**config.mk**
```make
export PLATFORM = sky130hd
export DESIGN_NAME = mem_read_arbiter
export DESIGN_NICKNAME = d
export VERILOG_FILES = /design/src/rtl/mem_read_arbiter.sv
export SDC_FILE = /design/constraint.sdc
export NUM_CORES = 1
export LEC_CHECK = 0
export ABC_AREA = 1
export ABC_CLOCK_PERIOD_IN_PS = 6960
export CAP_MARGIN = 20
export CORE_ASPECT_RATIO = 0.5
export CORE_MARGIN = 4
export CORE_UTILIZATION = 43
export DETAILED_ROUTE_END_ITERATION = 8
export PLACE_DENSITY = 0.91
export SYNTH_ARGS = -nofsm -noshare
export SYNTH_HDL_FRONTEND = slang
export SYNTH_SLANG_ARGS = --single-unit
```
**constraint.sdc**
```tcl
create_clock -name clock -period 6.96 [get_ports clock]
set_input_delay 1.392 -clock clock [delete_from_list [all_inputs] [get_ports clock]]
set_output_delay 1.392 -clock clock [all_outputs]
set_load 0.03 [all_outputs]
```
**src/rtl/mem_read_arbiter.sv**
```systemverilog
// Round-robin read arbiter for the shared fetch/load memory read bus.
// Grants one port at a time, strobes the read for READ_LATENCY cycles, then acks.
module mem_read_arbiter #(
    parameter int READ_LATENCY = 1
) (
    input  logic        clock,
    input  logic        reset,
    input  logic        if_req,
    input  logic [31:0] if_addr,
    input  logic [1:0]  if_size,
    output logic        if_ack,
    output logic [63:0] if_data,
    input  logic        dm_req,
    input  logic [31:0] dm_addr,
    input  logic [1:0]  dm_size,
    output logic        dm_ack,
    output logic [63:0] dm_data,
    output logic [31:0] mem_address,
    output logic [1:0]  mem_size,
    output logic        mem_read,
    input  logic [63:0] mem_data,
    output logic        busy
);

    typedef enum logic [1:0] {
        IDLE,
        READ,
        RESP
    } state_t;

    localparam logic [3:0] LAT_LOAD = 4'(READ_LATENCY - 1);

    state_t      r_state;
    logic [3:0]  r_count;
    logic        r_grant_dm;
    logic        r_last_grant_dm;
    logic [31:0] r_mem_address;
    logic [1:0]  r_mem_size;
    logic        r_mem_read;
    logic        r_if_ack;
    logic        r_dm_ack;
    logic [63:0] r_if_data;
    logic [63:0] r_dm_data;
    logic        r_busy;

    logic        w_any_req;
    logic        w_pick_dm;

    // On a tie the port that did not win last time gets the bus.
    assign w_any_req = if_req | dm_req;
    assign w_pick_dm = dm_req & (~if_req | ~r_last_grant_dm);

    always_ff @(posedge clock or posedge reset) begin
        if (reset) begin
            r_state         <= IDLE;
            r_count         <= 4'd0;
            r_grant_dm      <= 1'b0;
            r_last_grant_dm <= 1'b1;
            r_mem_address   <= 32'd0;
            r_mem_size      <= 2'd0;
            r_mem_read      <= 1'b0;
            r_if_ack        <= 1'b0;
            r_dm_ack        <= 1'b0;
            r_if_data       <= 64'd0;
            r_dm_data       <= 64'd0;
            r_busy          <= 1'b0;
        end else begin
            case (r_state)
                IDLE: begin
                    r_if_ack <= 1'b0;
                    r_dm_ack <= 1'b0;
                    if (w_any_req) begin
                        r_grant_dm      <= w_pick_dm;
                        r_last_grant_dm <= w_pick_dm;
                        r_mem_address   <= w_pick_dm ? dm_addr : if_addr;
                        r_mem_size      <= w_pick_dm ? dm_size : if_size;
                        r_count         <= LAT_LOAD;
                        r_mem_read      <= 1'b1;
                        r_busy          <= 1'b1;
                        r_state         <= READ;
                    end
                end
                READ: begin
                    if (r_count == 4'd0) begin
                        r_mem_read <= 1'b0;
                        if (r_grant_dm) begin
                            r_dm_data <= mem_data;
                            r_dm_ack  <= 1'b1;
                        end else begin
                            r_if_data <= mem_data;
                            r_if_ack  <= 1'b1;
                        end
                        r_state <= RESP;
                    end else begin
                        r_count <= r_count - 4'd1;
                    end
                end
                RESP: begin
                    // No grant here, so a requester still holding req is not serviced twice.
                    r_if_ack <= 1'b0;
                    r_dm_ack <= 1'b0;
                    r_busy   <= 1'b0;
                    r_state  <= IDLE;
                end
                default: begin
                    r_mem_read <= 1'b0;
                    r_if_ack   <= 1'b0;
                    r_dm_ack   <= 1'b0;
                    r_busy     <= 1'b0;
                    r_state    <= IDLE;
                end
            endcase
        end
    end

    // The down-counter is only 4 bits wide, so latencies beyond 15 cannot be honoured.
    always_ff @(posedge clock) begin
        assert (READ_LATENCY >= 1 && READ_LATENCY <= 15)
            else $error("mem_read_arbiter: READ_LATENCY=%0d outside 1..15", READ_LATENCY);
    end

    assign mem_address = r_mem_address;
    assign mem_size    = r_mem_size;
    assign mem_read    = r_mem_read;
    assign if_ack      = r_if_ack;
    assign dm_ack      = r_dm_ack;
    assign if_data     = r_if_data;
    assign dm_data     = r_dm_data;
    assign busy        = r_busy;

endmodule

```
==> results of run 1 <==
[through the flow]
step	instance area, um^2	hold slack, ns	utilization	setup slack, ns
2_1_floorplan	7300	0.444	-	0.853
3_3_place_gp	10300	0.458	0.623	3.18
3_5_place_dp	10300	0.466	0.623	3.13
4_1_cts	10900	0.483	0.657	3.54
5_1_grt	10900	0.493	0.659	3.60
6_report	10900	0.480	0.659	3.92
[power breakdown]
| part | internal (W) | switching (W) | leakage [nW] |
|---|---|---|---|
| Combinational | 0.00118 | 0.00187 | 2.90 |
| Sequential | 0.00151 | 0.000275 | 2.15 |
| Clock | 0.000500 | 0.000413 | 0.273 |
[routing by layer]
metal  track usage  vias up  routed length (um)
met3        0.0393       54                 875
met4        0.0986        0                 734
li1              -     3014                   -
met1         0.242     2937                7710
met2         0.380      188               10800
met5             0        -                   0
[area by class of cell]
class,count,area [um^2],area share
Clock buffer,18,429,0.0395
Multi-Input combinational cell,503,2330,0.214
Tap cell,227,284,0.0261
Timing Repair Buffer,306,3070,0.282
Inverter,74,283,0.0260
Clock inverter,14,130,0.0120
Sequential cell,174,4360,0.400
[worst max-delay path: stages]
cell             delay, ns
clkdlybuf4s50_1       0.48
inv_6                 0.62
buf_4                 0.84
[cell usage in the layout (no fill, tap or decap), drive strengths merged]
cell type,synthesis,layout
buf,37,5
bufinv,0,1
clkbuf,4,18
clkdlybuf4s50,0,301
clkinv,0,4
clkinvlp,0,2
dfrtp,173,173
dfstp,1,1
ha,2,2
inv,74,81
nand2,353,353
nand3,5,5
nand4,1,1
nor2,8,8
o21ai,133,133
xor2,1,1
[worst max-delay path by stage]
| stage | start | end | slack (ns) |
|---|---|---|---|
| final | reset | mem_address[19] | 3.92 |
| after CTS | if_req | mem_address[28] | 3.54 |
| after floorplan | reset | busy | 0.85 |
| after global placement | if_req | mem_address[15] | 3.18 |
| after detailed placement | if_req | mem_address[28] | 3.13 |
| after global routing | reset | if_data[13] | 3.60 |
[sequential cells by signal, indices dropped and copies added (netlist names)]
| signal | count |
|---|---|
| busy | 1 |
| dm_ack | 1 |
| dm_data | 64 |
| if_ack | 1 |
| if_data | 64 |
| mem_address | 32 |
| mem_read | 1 |
| mem_size | 2 |
| r_count | 4 |
| r_grant_dm | 1 |
| r_last_grant_dm | 1 |
| r_state | 2 |
[cells by family after synthesis]
family                   Yosys count  share of synthesized area
AO/OA/AOI/OAI                    133                      0.120
buffers and inverters            115                     0.0867
adder cells (fa/ha/maj)            2                    0.00343
XOR/XNOR                           1                    0.00120
AND/OR/NAND/NOR                  367                      0.192
flip-flops                       174                      0.597
==> results.tsv, run 1 <==
stage	metric	value	unit
worst_setup_path	CP Data Required Time	7.37	ns
clocking	Post-CTS Setup Bufs	0	
run	Max Cap Viol	0	
worst_hold_path	hold_sp	mem_size[1]	
floorplanning	die height	100	um
power_and_ir_drop	pwr dens	528	mW/mm^2
final_layout	Area growth syn-to-layout	49.0	%
clocking	Post-CTS Hold Buffers	0	
final_layout	layout cells sized above 1	0.0937	
power_and_ir_drop	VDD IR-drop max	0.000299	V
sta	final hold vios	0	
clocking	htree depth	4	
sta	Worst-Margin Slew	0.941	ns
placed_design	placed insts	1283	
synth	asr flop ratio synth	1.00	
synth	Syn Std Cell Area	0.00730	mm^2
grt	global-route wire length before repair	32100	um
floorplanning	Ports	302	
synth	Cells after Synth	792	
worst_setup_path	peak fanout along the critical path	101	
sta	RSZ-0062 raised after global routing	no	
floorplanning	core area	0.0165	mm^2
floorplanning	num rows	33	
sta	skew final	0.0128	ns
sta	top achievable clock speed	329	MHz
worst_hold_path	worst hold path class	flop to flop	
worst_setup_path	class of the most critical setup path	input port to asynchronous set/reset pin	
clocking	Inserted Clock Buffers	17	
power_and_ir_drop	Power Total	0.00575	W
routing	WL/cell	15.3	um
routing	vias post-DR	6193	
clocking	Gates resized, CTS repair	0	
sta	min cycle time layout	3.04	ns
synth	Post-synth top cells	352 x nand2_1, 173 x dfrtp_1, 70 x inv_1	
clocking	clock root cell	clkbuf_16	
sta	fin. max-slew vios	0	
status	outcome	finished clean	
worst_setup_path	R2R setup slack	4.42	ns
routing	number of DRC markers in iteration 0	331	
final_layout	# fillers	1254	
grt	gr usage total	0.210	
floorplanning	chip width	192	um
routing	Final ANT Viol Nets	0	
synth	Yosys warnings	0	
synth	syn_nets	930	
placed_design	I/O Buffers	301	
synth	synthesized flop and latch total	174	
final_layout	ANT cells	0	
clocking	clk_lat worst skew	0.41	ns
synth	number of flops mapped to enable cells by yosys	0	
final_layout	Nets	1214	
sta	Setup violations, final	0	
worst_setup_path	FF-to-FF Start	r_count[0]	
worst_setup_path	WP data arrival	3.45	ns
synth	Area contributors post-synth	dfrtp_1 59%, nand2_1 18%, o21ai_2 6.7%	
sta	Setup TNS	0	ns
routing	Vias/cell	4.71	
placed_design	post-DP HPWL	14500	um
synth	most common cell in the netlist	nand2_1	
clocking	clock tree buffer depth	2	
floorplanning	Die Area	0.0193	mm^2
clocking	Reg clk slew, reported paths	0.06	ns
worst_hold_path	hold path cells	2	
synth	register area share after synthesis	0.597	
routing	Residual DRC	0	
grt	global route overflow	0	
clocking	CTS tree	built	
synth	ys flop type	dfrtp_1	
routing	detailed-route wire length	20100	um
clocking	clk sinks	174	
final_layout	Final Non-Filler Cells	1316	
sta	slew margin rel.	0.373	
grt	antenna violations before repair	0	
synth	Cell variety after synth	20	
worst_setup_path	reg2reg path depth	8	
synth	top cell type's share of synthesized area	0.593	
routing	DRT Pass-1 Iters	5	
worst_setup_path	CP Capture Type	asynchronous set/reset pin	
grt	vias in the first global route	6343	
placed_design	GP Congestion	0.827	
power_and_ir_drop	Static Leak	5.32	nW
grt	largest net degree at the start of global routing	102	
worst_setup_path	R2R Path End	dm_data[55]	
synth	Avg Inst Size Synth	9.22	um^2
floorplanning	initial core utilization	0.442	
synth	Synth area leader	dfrtp_1	
sta	period utilisation layout	0.437	
worst_hold_path	Worst Hold End	mem_size[1]	
worst_setup_path	crit path launch type	input port	
(Power assumes the default switching activity.)
==> run 2: changes to the inputs <==
- ABC_CLOCK_PERIOD_IN_PS: 6960 -> 2500
- CORE_UTILIZATION: 43 -> 39
- PLACE_DENSITY: 0.91 -> 0.88
- clock period: 6.96 -> 2.5 ns (I/O delays scaled with it)
==> run 2 against run 1 <==
Effect of this change: global-route usage shrank 1.6 points; cell count grew 1.4%; combinational power grew to 2.8 times the previous value; die area grew 9.6%; worst setup slack lost 3.4 ns; routed wire length grew 1.7%; register-to-register slack lost 3.7 ns; non-clock buffer count grew 7; via count grew 0.13%; sequential power grew to 2.8 times the previous value; core utilization shrank 5.7 points; critical endpoint is now mem_address[27]; highest routed layer unchanged.
==> results.tsv, run 2 (same netlist as run 1, synthesis figures left out) <==
stage	metric	value	unit	change
floorplanning	initial core utilization	0.397		-0.0451
power_and_ir_drop	Static Leak	5.39	nW	+1.3%
worst_hold_path	hold_sp	if_data[26]		
sta	skew final	0.0111	ns	-0.00173 ns
final_layout	commonest non-fill, non-tap cell in the layout	nand2_1		
worst_setup_path	Critical-path top delay cell	clkdlybuf4s50_1		
floorplanning	core area	0.0184	mm^2	+11%
floorplanning	chip width	201	um	+4.8%
floorplanning	Die Area	0.0211	mm^2	+9.6%
grt	gr usage total	0.193		-0.0164
power_and_ir_drop	pwr dens	1470	mW/mm^2	+180%
grt	M2 GR Usage	0.368		-0.0119
worst_setup_path	cell family with most CP delay	buffers and inverters		
placed_design	pre-CTS WS	0.534	ns	-2.59 ns
clocking	Post-CTS Setup Bufs	0		unchanged
routing	Residual DRC	0		unchanged
grt	antenna violations before repair	0		unchanged
clocking	Gates resized, CTS repair	0		unchanged
routing	DRT Pass-1 Iters	5		unchanged
worst_setup_path	CP Capture Type	output port		
final_layout	layout cells sized above 1	0.0978		+0.00414
clocking	Inserted Clock Buffers	17		unchanged
worst_hold_path	worst hold path class	flop to flop		
worst_setup_path	peak fanout along the critical path	2		-98%
grt	met3 Usage GRT	0.0329		-0.00640
clocking	CTS tree	built		
worst_setup_path	crit-path cells	clkdlybuf4s50_1		
placed_design	placed insts	1304		+1.6%
placed_design	GP Congestion	0.845		+2.2%
sta	RSZ-0062 raised after global routing	no		
clocking	clk_lat worst skew	0.42	ns	about the same
floorplanning	num rows	35		+6.1%
clocking	clk sinks	174		unchanged
sta	min cycle time layout	2.00	ns	
clocking	clock tree buffer depth	2		unchanged
routing	number of DRC markers in iteration 0	349		+5.4%
clocking	htree depth	4		unchanged
sta	top achievable clock speed	500	MHz	
worst_setup_path	FF-to-FF Start	r_count[0]		
worst_setup_path	WP data arrival	1.50	ns	-1.95 ns
routing	vias post-DR	6201		+0.13%
worst_setup_path	crit path launch type	flop		
grt	GR Layer Usage met1	0.219		-0.0235
floorplanning	Ports	302		unchanged
grt	gr busiest metal	met2		
final_layout	Area growth syn-to-layout	51.5	%	
power_and_ir_drop	VDD IR-drop max	0.000630	V	+110%
clocking	Reg clk slew, reported paths	0.07	ns	about the same
sta	slew margin rel.	0.578		+0.205
sta	Setup violations, final	0		unchanged
worst_setup_path	crit path launch	mem_address[27]		
worst_setup_path	Buf+Inv Stages, Crit Path	1		-2
worst_setup_path	CP Data Required Time	2.00	ns	-5.37 ns
grt	global-route wire length before repair	33200	um	+3.4%
routing	Final ANT Viol Nets	0		unchanged
sta	period utilisation layout	0.800		
grt	largest net degree at the start of global routing	69		-32%
sta	final hold vios	0		unchanged
sta	Worst-Margin Slew	0.632	ns	-0.309 ns
sta	fin. max-slew vios	0		unchanged
clocking	clock root cell	clkbuf_16		
final_layout	Nets	1221		+0.58%
final_layout	commonest cells after routing, fill and taps aside	352 x nand2_1, 301 x clkdlybuf4s50_1, 173 x dfrtp_1		
worst_setup_path	class of the most critical setup path	flop to output port		
grt	global route overflow	0		unchanged
routing	Vias/cell	4.65		-1.2%
worst_setup_path	R2R setup slack	0.77	ns	-3.65 ns
floorplanning	die height	105	um	+4.6%
run	Max Cap Viol	0		unchanged
placed_design	I/O Buffers	301		unchanged
worst_setup_path	Worst path max stage delay	0.71	ns	-0.13 ns
placed_design	post-DP HPWL	15500	um	+7.1%
routing	detailed-route wire length	20500	um	+1.7%
clocking	Post-CTS Hold Buffers	0		unchanged
final_layout	ANT cells	0		unchanged
final_layout	Final Non-Filler Cells	1334		+1.4%
status	outcome	finished clean		
grt	vias in the first global route	6414		+1.1%
sta	worst setup margin	0.499	ns	-3.42 ns
routing	WL/cell	15.4	um	+0.37%
## run 2: changes by cell type in the layout (fill, tap and decap cells not counted), sizes merged
cell      delta
buf          +7
bufinv       +2
clkinv       -3
clkinvlp     +3
inv          -4
## run 2: power by group
| part | switching, W | internal (W) | total [W] |
|---|---|---|---|
| Clock | 0.00113 | 0.00158 | 0.00271 |
| Sequential | 0.000773 | 0.00419 | 0.00497 |
| Combinational | 0.00523 | 0.00337 | 0.00860 |
| Total | 0.00714 | 0.00914 | 0.0163 |
## run 2: worst paths after layout
kind,endpoint,depth (start not counted)
max,mem_address[27],1
min,if_data[26],2
max reg2reg,dm_data[42],8
min reg2reg,if_data[26],2
max in group asynchronous,dm_data[38],3
min in group asynchronous,if_data[1],2
## run 2: per-layer routing
layer	routed length, um	vias up
li1	-	3021
met1	7710	2932
met2	11300	205
met3	882	43
met4	637	0
met5	0	-
## run 2: stage by stage
stage	instance area [um^2]	setup TNS [ns]	util	hold WS [ns]	power, W
finish	11100	0	0.601	0.480	0.0163
global route	11100	0	0.601	0.502	0.0172
global placement	10500	0	0.569	0.455	0.0134
floorplan	7300	-38.73	-	0.444	0.0101
CTS	11100	0	0.601	0.483	0.0164
detailed placement	10500	0	0.569	0.465	0.0137
## run 2: final cells by class
cell class / count / area [um^2]
inverters: 74 / 282
multi-input cells: 503 / 2330
flip-flops and latches: 174 / 4360
fillers: 1502 / 7330
clock buffers: 18 / 429
well taps: 240 / 300
clock inverters: 12 / 163
repair buffers: 313 / 3200
